`src/rtl/chunked_logic_unit.sv`:
```
// Chunked bitwise logic unit: applies AND/OR/XOR/NOR to captured operands
// one CHUNK-wide slice per clock, LSB slice first, then pulses done.
module chunked_logic_unit #(
  parameter int unsigned WIDTH = 32,
  parameter int unsigned CHUNK = 8
) (
  input  logic             clk,
  input  logic             rst_n,
  input  logic             start,
  input  logic [1:0]       op,
  input  logic [WIDTH-1:0] a,
  input  logic [WIDTH-1:0] b,
  output logic             busy,
  output logic             done,
  output logic [WIDTH-1:0] res,
  output logic             zero
);

  localparam int unsigned N    = WIDTH / CHUNK;
  localparam int unsigned IDXW = (N > 1) ? $clog2(N) : 1;

  typedef enum logic [1:0] {
    S_IDLE = 2'd0,
    S_RUN  = 2'd1,
    S_DONE = 2'd2
  } state_t;

  state_t            state_q, state_d;
  logic [WIDTH-1:0]  a_q, a_d;
  logic [WIDTH-1:0]  b_q, b_d;
  logic [1:0]        op_q, op_d;
  logic [IDXW-1:0]   idx_q, idx_d;
  logic [WIDTH-1:0]  res_q, res_d;
  logic              zero_q, zero_d;

  function automatic logic [CHUNK-1:0] chunk_op(
    input logic [1:0]       o,
    input logic [CHUNK-1:0] x,
    input logic [CHUNK-1:0] y
  );
    case (o)
      2'b00:   return x & y;
      2'b01:   return x | y;
      2'b10:   return x ^ y;
      default: return ~(x | y);
    endcase
  endfunction

  // Next-state logic: accept requests in IDLE/DONE, process one slice per cycle in RUN.
  always_comb begin
    state_d = state_q;
    a_d     = a_q;
    b_d     = b_q;
    op_d    = op_q;
    idx_d   = idx_q;
    res_d   = res_q;
    zero_d  = zero_q;
    case (state_q)
      S_IDLE, S_DONE: begin
        if (start) begin
          state_d = S_RUN;
          a_d     = a;
          b_d     = b;
          op_d    = op;
          idx_d   = '0;
          res_d   = '0;
          zero_d  = 1'b0;
        end else if (state_q == S_DONE) begin
          state_d = S_IDLE;
        end
      end
      S_RUN: begin
        // Constant-slice decode of the running index keeps the part-select static.
        for (int unsigned i = 0; i < N; i++) begin
          if (idx_q == IDXW'(i)) begin
            res_d[i*CHUNK +: CHUNK] = chunk_op(op_q, a_q[i*CHUNK +: CHUNK], b_q[i*CHUNK +: CHUNK]);
          end
        end
        if (idx_q == IDXW'(N - 1)) begin
          state_d = S_DONE;
          idx_d   = '0;
          zero_d  = (res_d == '0);
        end else begin
          idx_d = idx_q + 1'b1;
        end
      end
      default: state_d = S_IDLE;
    endcase
  end

  // State and datapath registers with synchronous active-low reset.
  always_ff @(posedge clk) begin
    if (!rst_n) begin
      state_q <= S_IDLE;
      a_q     <= '0;
      b_q     <= '0;
      op_q    <= '0;
      idx_q   <= '0;
      res_q   <= '0;
      zero_q  <= 1'b0;
    end else begin
      state_q <= state_d;
      a_q     <= a_d;
      b_q     <= b_d;
      op_q    <= op_d;
      idx_q   <= idx_d;
      res_q   <= res_d;
      zero_q  <= zero_d;
    end
  end

  assign busy = (state_q == S_RUN);
  assign done = (state_q == S_DONE);
  assign res  = res_q;
  assign zero = zero_q;

endmodule

```
`config.mk`:
```
export PLATFORM = sky130hd
export DESIGN_NAME = chunked_logic_unit
export DESIGN_NICKNAME = d
export VERILOG_FILES = /design/src/rtl/chunked_logic_unit.sv
export SDC_FILE = /design/constraint.sdc
export NUM_CORES = 1
export LEC_CHECK = 0
export CORE_UTILIZATION = 27
export DETAILED_ROUTE_END_ITERATION = 10
export DONT_BUFFER_PORTS = 1
export HOLD_SLACK_MARGIN = 0.03
export SETUP_SLACK_MARGIN = 0.5
export SYNTH_ARGS = -nofsm -noshare
export SYNTH_HDL_FRONTEND = slang
export SYNTH_SLANG_ARGS = --single-unit
```
`constraint.sdc`:
```
create_clock -name clk -period 2.8 [get_ports clk]
set_input_delay 0.42 -clock clk [delete_from_list [all_inputs] [get_ports clk]]
set_output_delay 0.42 -clock clk [all_outputs]
set_load 0.03 [all_outputs]
```
==> impl_metrics.csv, run 1 <==
group,metric,value,unit
power,p_clk_frac,0.392,
die,io_pins,104,
synth,synthesis.instances,773,
power,switchingPower,943,uW
cts,clock_sinks,103,
timing,worst_slack,0.614,ns
routing,highest_layer,"met5",
power,p_comb_frac,0.150,
setup_path,ff2ff_path_depth,8,
cts,cts_buffer_depth,2,
timing,setup_viol,0,
timing,period_needed,2.19,ns
setup_path,startpoint_type,"flip-flop",
timing,hold_viol,0,
die,die-area,0.0234,mm^2
routing,ant_nets,0,
setup_path,cp_slowest_cell,"or4b_1",
routing,met2_length,6.58,mm
timing,fin_setup_tns,0,ns
cts,cts_buffers,9,
die,design.core.area,0.0221,mm^2
cells_and_area,n_antenna_cell,0,
grt,grt_pass1_wl,26.0,mm
synth,synth.distinct_cells,42,
cells_and_area,final_nets,883,
grt,antenna_found_initial,1,
synth,ys_top_cells_by_area,"dfxtp_1 (33%), ha_1 (14%), a21boi_0 (9.6%), nand2_1 (9.6%), inv_1 (4.5%)",
synth,synth_top_cell_area_share,0.335,
cts,clk_pin_slew,0.07,ns
setup_path,r2r_slack,0.61,ns
routing,totalWireLength,16.6,mm
timing,period_share,0.781,
power,pwr-share-seq,0.458,
routing,drc_errors,0,
die,die_w,153,um
routing,drt_iter0_markers,307,
placement,hpwl,12.7,mm
grt,grt_max_degree,104,
setup_path,cp.required,3.09,ns
cells_and_area,final_cells,1031,
routing,wl_met3,1.67,mm
power,internal_power,2.56,mW
synth,ys_ff_latch,103,
run_status,status,"complete, no violations",
worst_hold_path,holdPathEnd,"res[31]",
synth,ys_warn_count,0,
setup_path,crit_fanout,3,
synth,syn_nets,910,
setup_path,worstPathCellList,"inv_1, ha_1, mux2i_1, o32ai_1, or4b_1, nor4_2, nand4_1, o21ai_1",
routing,wl_met1,8.06,mm
setup_path,worstSetupEndpointType,"flip-flop",
cells_and_area,syn_to_final_growth,10.7,%
routing,vias_per_cell,4.80,
setup_path,path_class,"flip-flop to flip-flop",
synth,syn_avg_cell_area,7.96,um^2
timing,relSlewSlack,0.561,
worst_hold_path,min_path_cells,1,
cts,ctsHtreeMaxLevel,3,
synth,synth.largest_area_cell,"dfxtp_1",
flow_run,maxCapViolCount,0,
setup_path,r2r-start,"b_q[15]",
synth,netlist_area,0.00616,mm^2
die,rows,54,
setup_path,cp.arrival,2.48,ns
timing,fin_skew,0.00750,ns
placement,io_buffers,0,
grt,grt_usage,0.145,
routing,vias,4946,
grt,grt_pass1_vias,4481,
timing,max_freq,457,MHz
cells_and_area,drive_gt1_frac,0.0706,
cts,cts_tree,"yes",
placement,dpl_worst_slack,0.330,ns
timing,slew_viol_final,0,
power,p_leak,2.50,nW
setup_path,slowest_delay,0.57,ns
routing,wl_per_cell,16.1,um
power,sw_frac_of_total,0.269,
power,ir_drop,219,uV
worst_hold_path,hp-class,"primary input to flip-flop",
setup_path,crit_family,"simple AND/OR/NAND/NOR gates",
cts,clock-root-buffer,"clkbuf_16",
routing,drt_first_pass_iters,5,
cts,worstSkewPairLatency,0.36,ns
power,p_per_area,515,mW/mm^2
die,die_h,153,um
die,start_util,0.279,
synth,yosysSeqAreaShare,0.335,
timing,tightest_slew,0.659,ns
setup_path,path_buf_inv,1,
worst_hold_path,hold_start,"rst_n",
placement,place.gp.congestion,0.896,
grt,gr-total-overflow,0,
setup_path,r2r-end,"zero",
placement,placedCellCount,1012,
timing,rsz0062_at_grt,"false",
[cell usage after synthesis, drive strengths merged]
library cell  instances
or3                   1
buf                  18
or4                   3
nor3                  6
nand3                 7
nor2                 34
nor3b                 1
a21oi                28
nand2b                5
o32a                  1
a22oi                15
o21ai                16
a211oi               10
a211o                 5
a311oi                3
o41a                  1
inv                  74
o21a                  1
mux2                  9
a31oi                 4
o32ai                 6
o221ai                3
nor2b                28
mux2i                15
nand2               157
dfxtp               103
a41oi                 1
clkbuf               32
a21boi               79
o211ai                4
and2                 13
o22ai                10
ha                   68
a2111o                1
nor4                  4
and3                  2
o2111ai               2
nand4                 2
or4b                  1
[layout make-up]
class | instances | area (um^2)
fill | 2348 | 15300
multi-input combinational | 546 | 3660
sequential | 103 | 2070
tap | 280 | 350
inverter | 74 | 282
clock buffer | 12 | 246
timing repair buffer | 12 | 121
clock inverter | 4 | 76.3
[registers in the layout (all words and copies together) (netlist names)]
| register | cells |
|---|---|
| a_q | 32 |
| res | 32 |
| zero | 1 |
| state_q | 2 |
| op_q | 2 |
| idx_q | 2 |
| b_q | 32 |
[logic make-up after synthesis]
group / share of synthesized area
multiplexers: 0.0409
AO/OA/AOI/OAI: 0.217
adder cells (fa/ha/maj): 0.138
AND/OR/NAND/NOR: 0.189
flip-flops: 0.335
buffers and inverters: 0.0799
[worst max-delay path by stage]
stage	startpoint	end	slack [ns]	cells after the start
after floorplan	idx_q[0]	zero	0.68	9
after global placement	op_q[0]	zero	0.37	6
after detailed placement	op_q[0]	zero	0.33	6
after CTS	idx_q[1]	zero	0.51	8
after global routing	a_q[15]	zero	0.50	8
final	b_q[15]	zero	0.61	8
[placed cells by master (no fill, tap or decap), types with 26 or more instances in the layout]
cell type / n
ha_1: 65
nor2_1: 34
a21boi_0: 79
a21oi_1: 28
nand2_1: 156
nor2b_1: 26
inv_1: 73
dfxtp_1: 98
[stage by stage]
step                       util  area [um^2]  total power [mW]  hold slack [ns]
after floorplan               -         6160              2.02            0.460
after global placement    0.290         6400              2.15            0.471
after detailed placement  0.290         6400              2.15            0.477
after CTS                 0.305         6730              3.54            0.183
after global routing      0.308         6810              3.70            0.174
final                     0.308         6810              3.50            0.192
[metal layers]
layer  global-route usage  up-vias
li1                     -     2542
met1                0.196     2253
met2                0.196      133
met3               0.0646       16
met4               0.0596        2
met5                    0        -
[power by group through the flow]
stage	sequential [mW]	combinational, mW	clock [mW]
after floorplan	1.61	0.415	0
after global placement	1.64	0.510	0
after detailed placement	1.64	0.511	0
after CTS	1.61	0.516	1.42
after global routing	1.62	0.598	1.48
final	1.61	0.525	1.37
[worst reg2reg max path, delay by kind of cell, from the launching register on]
kind / cells / cell delay [ns]
buffers and inverters: 1 / 0.05
DFF: 1 / 0.36
adders and majority gates: 1 / 0.26
muxes: 1 / 0.16
and+or+nand+nor: 3 / 1.04
AOI/OAI and AO/OA: 2 / 0.26
[timing repair]
| item | in CTS | in global routing |
|---|---|---|
| hold buffers | 0 | 0 |
| endpoints found under the setup margin | 1 | 1 |
| pin swaps | 0 | 1 |
| buffers inserted | 0 | 3 |
| resized for setup | 3 | 13 |
(Power assumes the default switching activity.)
==> run 2: changes to the inputs <==
==> constraint.sdc (replaced) <==
create_clock -name clk -period 1.8 [get_ports clk]
set_input_delay 0.27 -clock clk [delete_from_list [all_inputs] [get_ports clk]]
set_output_delay 0.27 -clock clk [all_outputs]
set_load 0.03 [all_outputs]
==> run 2 against run 1 <==
  * The run now ends with negative setup slack left
  * Clock power is 38% higher
  * Global-route usage grew 1.4 points
  * Non-clock buffer count is 170 higher
  * Combinational power rose to 3.3 times the previous value
  * Critical path depth decreased by 1
  * First-iteration DRC count down 13%
  * Sequential share of layout area down 8.2 points
  * Final area rose by 39%
  * Critical path type unchanged
  * Largest power group unchanged
==> impl_metrics.csv, run 2 (same netlist as run 1, synthesis figures left out) <==
group,metric,value,unit
setup_path,startpoint_type,"flip-flop",
cts,worstSkewPairLatency,0.37,ns
run_status,status,"finished, violations left",
setup_path,r2r_slack,-0.24,ns
placement,io_buffers,0,
timing,worst_slack,-0.239,ns
setup_path,cp.required,2.10,ns
cells_and_area,final_nets,1053,
die,start_util,0.279,
cells_and_area,n_antenna_cell,0,
worst_hold_path,holdPathEnd,"b_q[21]",
cts,clock_sinks,103,
grt,antenna_found_initial,0,
timing,period_needed,2.04,ns
cells_and_area,drive_gt1_frac,0.404,
routing,drt_first_pass_iters,4,
cells_and_area,syn_to_final_growth,54.3,%
timing,setup_viol,2,
timing,rsz0062_at_grt,"true",
grt,gr-total-overflow,0,
routing,totalWireLength,19.9,mm
placement,place.gp.congestion,0.800,
timing,slew_viol_final,0,
routing,drc_errors,0,
grt,grt_pass1_vias,5289,
setup_path,worstSetupEndpointType,"flip-flop",
cells_and_area,mostFrequentLayoutCell,"nand2_1",
flow_run,maxCapViolCount,0,
timing,fin_skew,0.0147,ns
power,p_leak,3.80,nW
die,die-area,0.0234,mm^2
timing,relSlewSlack,0.716,
setup_path,r2r-start,"op_q[0]",
setup_path,crit_fanout,5,
placement,placedCellCount,1124,
placement,hpwl,12.6,mm
cts,clock-root-buffer,"clkbuf_16",
grt,grt_pass1_wl,28.7,mm
setup_path,cp.arrival,2.34,ns
die,io_pins,104,
routing,drt_iter0_markers,268,
die,design.core.area,0.0221,mm^2
power,ir_drop,456,uV
timing,holdWs,0.0261,ns
timing,period_share,1.13,
cts,cts_buffers,9,
cts,cts_buffer_depth,2,
cells_and_area,fin_area,0.00950,mm^2
routing,ant_nets,0,
routing,vias,5834,
die,die_h,153,um
setup_path,r2r-end,"zero",
worst_hold_path,hold_start,"b[21]",
run_status,violations,"negative setup slack",
setup_path,path_class,"flip-flop to flip-flop",
setup_path,ff2ff_path_depth,7,
cts,ctsHtreeMaxLevel,3,
routing,vias_per_cell,4.86,
die,die_w,153,um
power,p_per_area,638,mW/mm^2
timing,hold_viol,0,
timing,tightest_slew,0.426,ns
grt,grt_usage,0.158,
worst_hold_path,min_path_cells,2,
cells_and_area,final_cell_mix,"nand2_1 (118), buf_4 (104), dfxtp_1 (76)",
worst_hold_path,hp-class,"primary input to flip-flop",
timing,max_freq,490,MHz
cts,clk_pin_slew,0.08,ns
routing,wl_per_cell,16.6,um
grt,grt_max_degree,103,
cells_and_area,final_cells,1201,
placement,place_area,0.00746,mm^2
die,rows,54,
cts,cts_tree,"yes",
timing,fin_setup_tns,-0.291,ns
-- run 2: changes by cell type in the layout (fill, tap and decap cells not counted), moves of 14 or more --
cell | before | now
a21oi_1 | 28 | 9
nand2_2 | 1 | 21
nand2_4 | 0 | 17
buf_6 | 0 | 31
a21boi_0 | 79 | 19
a21boi_1 | 0 | 42
a21boi_2 | 0 | 16
dlygate4sd3_1 | 0 | 15
dfxtp_2 | 4 | 23
dfxtp_1 | 98 | 76
o21ai_0 | 15 | 1
buf_4 | 9 | 104
nand2_1 | 156 | 118
-- run 2: what timing repair did --
item                                   CTS  global route
setup endpoints to repair               95            82
hold buffers                             4            11
endpoints found under the hold margin    4            11
setup buffers                           17            19
pin swaps                               27            62
gates cloned                             4             6
resized for setup                      105           214
-- run 2: worst max path at each step --
stage          slack, ns     from   end  cells past startpoint
2_1_floorplan      -0.13  a_q[30]  zero                      8
3_3_place_gp       -0.22  a_q[15]  zero                      8
3_5_place_dp       -0.34  a_q[15]  zero                      8
4_1_cts            -0.20  op_q[0]  zero                      7
5_1_grt            -0.34  op_q[0]  zero                      7
6_report           -0.24  op_q[0]  zero                      7
-- run 2: worst max-delay path, stage by stage (launching register included) --
cell and delay [ns]:
dfxtp_4 0.38, buf_8 0.15, mux2i_4 0.26, o32ai_4 0.12, or4b_1 0.49, nor4_2 0.28, nand4_1 0.15, o21ai_1 0.15
-- run 2: routing by layer --
layer,vias to the layer above,part of all wire,track usage
met5,-,0,0
met4,0,0.017,0.0438
met3,26,0.055,0.0454
met2,138,0.48,0.251
met1,2775,0.45,0.208
li1,2895,-,-
-- run 2: final cells by class --
class	instances	area, um^2
clock buffer	12	246
clock inverter	4	22.5
fill	2050	12600
inverter	74	283
multi-input combinational	546	4550
sequential	103	2110
tap	280	350
timing repair buffer	182	1940
-- run 2: report_power, final --
group | internal (mW) | switching, mW | total, mW
combinational | 0.897 | 0.820 | 1.72
sequential | 2.38 | 0.0776 | 2.46
clock | 0.971 | 0.914 | 1.89
-- run 2: through the flow --
stage | setup WS (ns) | utilization | power (mW)
CTS | -0.198 | 0.383 | 5.73
detailed placement | -0.342 | 0.338 | 3.61
global placement | -0.218 | 0.338 | 3.59
finish | -0.239 | 0.430 | 6.06
floorplan | -0.125 | - | 3.26
global route | -0.341 | 0.430 | 6.35
==> run 3: changes to the inputs <==
--- a/config.mk
+++ b/config.mk
@@ -5,11 +5,14 @@
 export SDC_FILE = /design/constraint.sdc
 export NUM_CORES = 1
 export LEC_CHECK = 0
+export CORE_MARGIN = 1.5
 export CORE_UTILIZATION = 27
 export DETAILED_ROUTE_END_ITERATION = 10
 export DONT_BUFFER_PORTS = 1
+export GPL_TIMING_DRIVEN = 0
 export HOLD_SLACK_MARGIN = 0.03
 export SETUP_SLACK_MARGIN = 0.5
+export SKIP_LAST_GASP = 1
 export SYNTH_ARGS = -nofsm -noshare
 export SYNTH_HDL_FRONTEND = slang
 export SYNTH_SLANG_ARGS = --single-unit
==> run 3 against run 2 <==
  * The flow still finishes with violations (negative setup slack)
  * Non-clock buffer count is 74 lower
  * Sequential cell count stayed put
  * Clock skew is 0.0032 ns lower
==> impl_metrics.csv, run 3 (same netlist as run 1, synthesis figures left out) <==
group,metric,value,unit
run_status,status,"finished, violations left",
run_status,violations,"negative setup slack",
cells_and_area,syn_to_final_growth,43.4,%
setup_path,worstSetupEndpointType,"flip-flop",
worst_hold_path,hp-class,"primary input to flip-flop",
setup_path,crit_family,"simple AND/OR/NAND/NOR gates",
timing,period_needed,2.13,ns
flow_run,maxCapViolCount,0,
power,ir_drop,460,uV
grt,gr-total-overflow,0,
setup_path,cp.required,2.10,ns
timing,relSlewSlack,0.572,
cells_and_area,final_nets,979,
die,design.core.area,0.0225,mm^2
cts,worstSkewPairLatency,0.36,ns
cts,cts_buffers,9,
routing,wl_per_cell,19.5,um
timing,rsz0062_at_grt,"true",
cts,cts_tree,"yes",
setup_path,crit_fanout,7,
setup_path,startpoint_type,"flip-flop",
timing,slew_viol_final,0,
setup_path,path_buf_inv,0,
timing,max_freq,470,MHz
routing,ant_nets,0,
placement,place_area,0.00679,mm^2
power,p_per_area,729,mW/mm^2
timing,hold_viol,0,
cts,ctsHtreeMaxLevel,3,
routing,drc_errors,0,
placement,placedCellCount,1058,
timing,worst_slack,-0.329,ns
die,io_pins,104,
setup_path,slowest_delay,0.58,ns
placement,io_buffers,0,
placement,dpl_worst_slack,-0.544,ns
routing,vias_per_cell,5.00,
cells_and_area,fin_area,0.00883,mm^2
timing,tightest_slew,0.642,ns
grt,grt_max_degree,17,
routing,drt_iter0_markers,351,
routing,totalWireLength,22.1,mm
routing,drt_first_pass_iters,5,
setup_path,path_class,"flip-flop to flip-flop",
power,internal_power,4.58,mW
grt,grt_pass1_wl,32.9,mm
power,p_leak,3.46,nW
cells_and_area,mostFrequentLayoutCell,"nand2_1",
cts,clock_sinks,103,
power,pwr-share-seq,0.386,
power,switchingPower,1.86,mW
die,start_util,0.274,
power,p_clk_frac,0.361,
placement,place.gp.congestion,0.845,
die,die_w,154,um
die,die-area,0.0237,mm^2
power,p_comb_frac,0.252,
timing,setup_viol,1,
die,rows,55,
grt,grt_pass1_vias,5561,
timing,period_share,1.18,
setup_path,worstPathCellList,"ha_2, nand2b_1, o22ai_1, or4_1, a2111o_1, o21ai_1",
power,sw_frac_of_total,0.289,
cts,cts_buffer_depth,2,
cells_and_area,drive_gt1_frac,0.311,
grt,grt_usage,0.184,
cells_and_area,final_cells,1133,
setup_path,cp_slowest_cell,"or4_1",
placement,hpwl,15.1,mm
cells_and_area,final_cell_mix,"nand2_1 (114), dfxtp_1 (75), inv_1 (72)",
timing,fin_skew,0.0115,ns
die,die_h,154,um
setup_path,cp.arrival,2.43,ns
cts,clock-root-buffer,"clkbuf_16",
grt,antenna_found_initial,1,
cts,clk_pin_slew,0.07,ns
routing,vias,5664,
run 3: cell types whose count changed in the layout (fill, tap and decap cells not counted), moves of 5 or more:
cell | before | now
clkbuf_1 | 2 | 11
nand2_2 | 21 | 10
o21ai_0 | 1 | 6
nor2_4 | 7 | 1
buf_6 | 31 | 23
nor2_1 | 23 | 29
a21boi_0 | 19 | 4
a21oi_1 | 9 | 14
buf_8 | 9 | 14
a21boi_2 | 16 | 21
nand2_4 | 17 | 32
a21boi_1 | 42 | 54
buf_4 | 104 | 15
run 3: path summary, 6_finish.rpt:
check / cells after the start / slack, ns / startpoint / end
max reg2reg: 6 / -0.33 / idx_q[0] / zero
min reg2reg: 2 / 0.47 / b_q[21] / b_q[21]
min: 2 / 0.03 / a[19] / a_q[19]
max: 6 / -0.33 / idx_q[0] / zero
run 3: per-stage QoR:
stage	total power [mW]	utilization	hold WS, ns	setup TNS (ns)
finish	6.44	0.392	0.0309	-0.329
global placement	3.52	0.302	0.414	-1.42
global route	6.68	0.392	0.0278	-0.439
CTS	6.19	0.358	0.0309	-0.302
detailed placement	3.54	0.302	0.421	-1.51
floorplan	3.26	-	0.407	-0.125
run 3: timing repair:
| action | 4_1_cts | 5_1_grt |
|---|---|---|
| hold buffers | 4 | 11 |
| setup buffers | 28 | 6 |
| setup endpoints to repair | 104 | 104 |
| gates cloned | 7 | 2 |
| hold endpoints to repair | 4 | 11 |
| resized for setup | 154 | 198 |
| pin swaps | 21 | 77 |
run 3: area by class of cell:
| cell class | instances | area [um^2] |
|---|---|---|
| Buffer | 50 | 648 |
| Clock inverter | 6 | 108 |
| Fill cell | 2155 | 13700 |
| Sequential cell | 103 | 2100 |
| Tap cell | 285 | 357 |
| Timing Repair Buffer | 58 | 703 |
| Multi-Input combinational cell | 546 | 4390 |
| Clock buffer | 10 | 239 |
| Inverter | 74 | 280 |
| Antenna cell | 1 | 2.50 |
run 3: layer usage:
metal | track usage | up-vias | part of all wire
li1 | - | 2748 | -
met1 | 0.221 | 2719 | 0.42
met2 | 0.310 | 164 | 0.48
met3 | 0.0651 | 33 | 0.086
met4 | 0.0522 | 0 | 0.018
met5 | 0 | - | 0
run 3: power by group through the flow:
stage	Clock [mW]	Combinational (mW)	Sequential [mW]
after floorplan	0	0.752	2.51
after global placement	0	0.987	2.53
after detailed placement	0	1.01	2.54
after CTS	2.36	1.35	2.49
after global routing	2.44	1.73	2.50
final	2.33	1.62	2.49
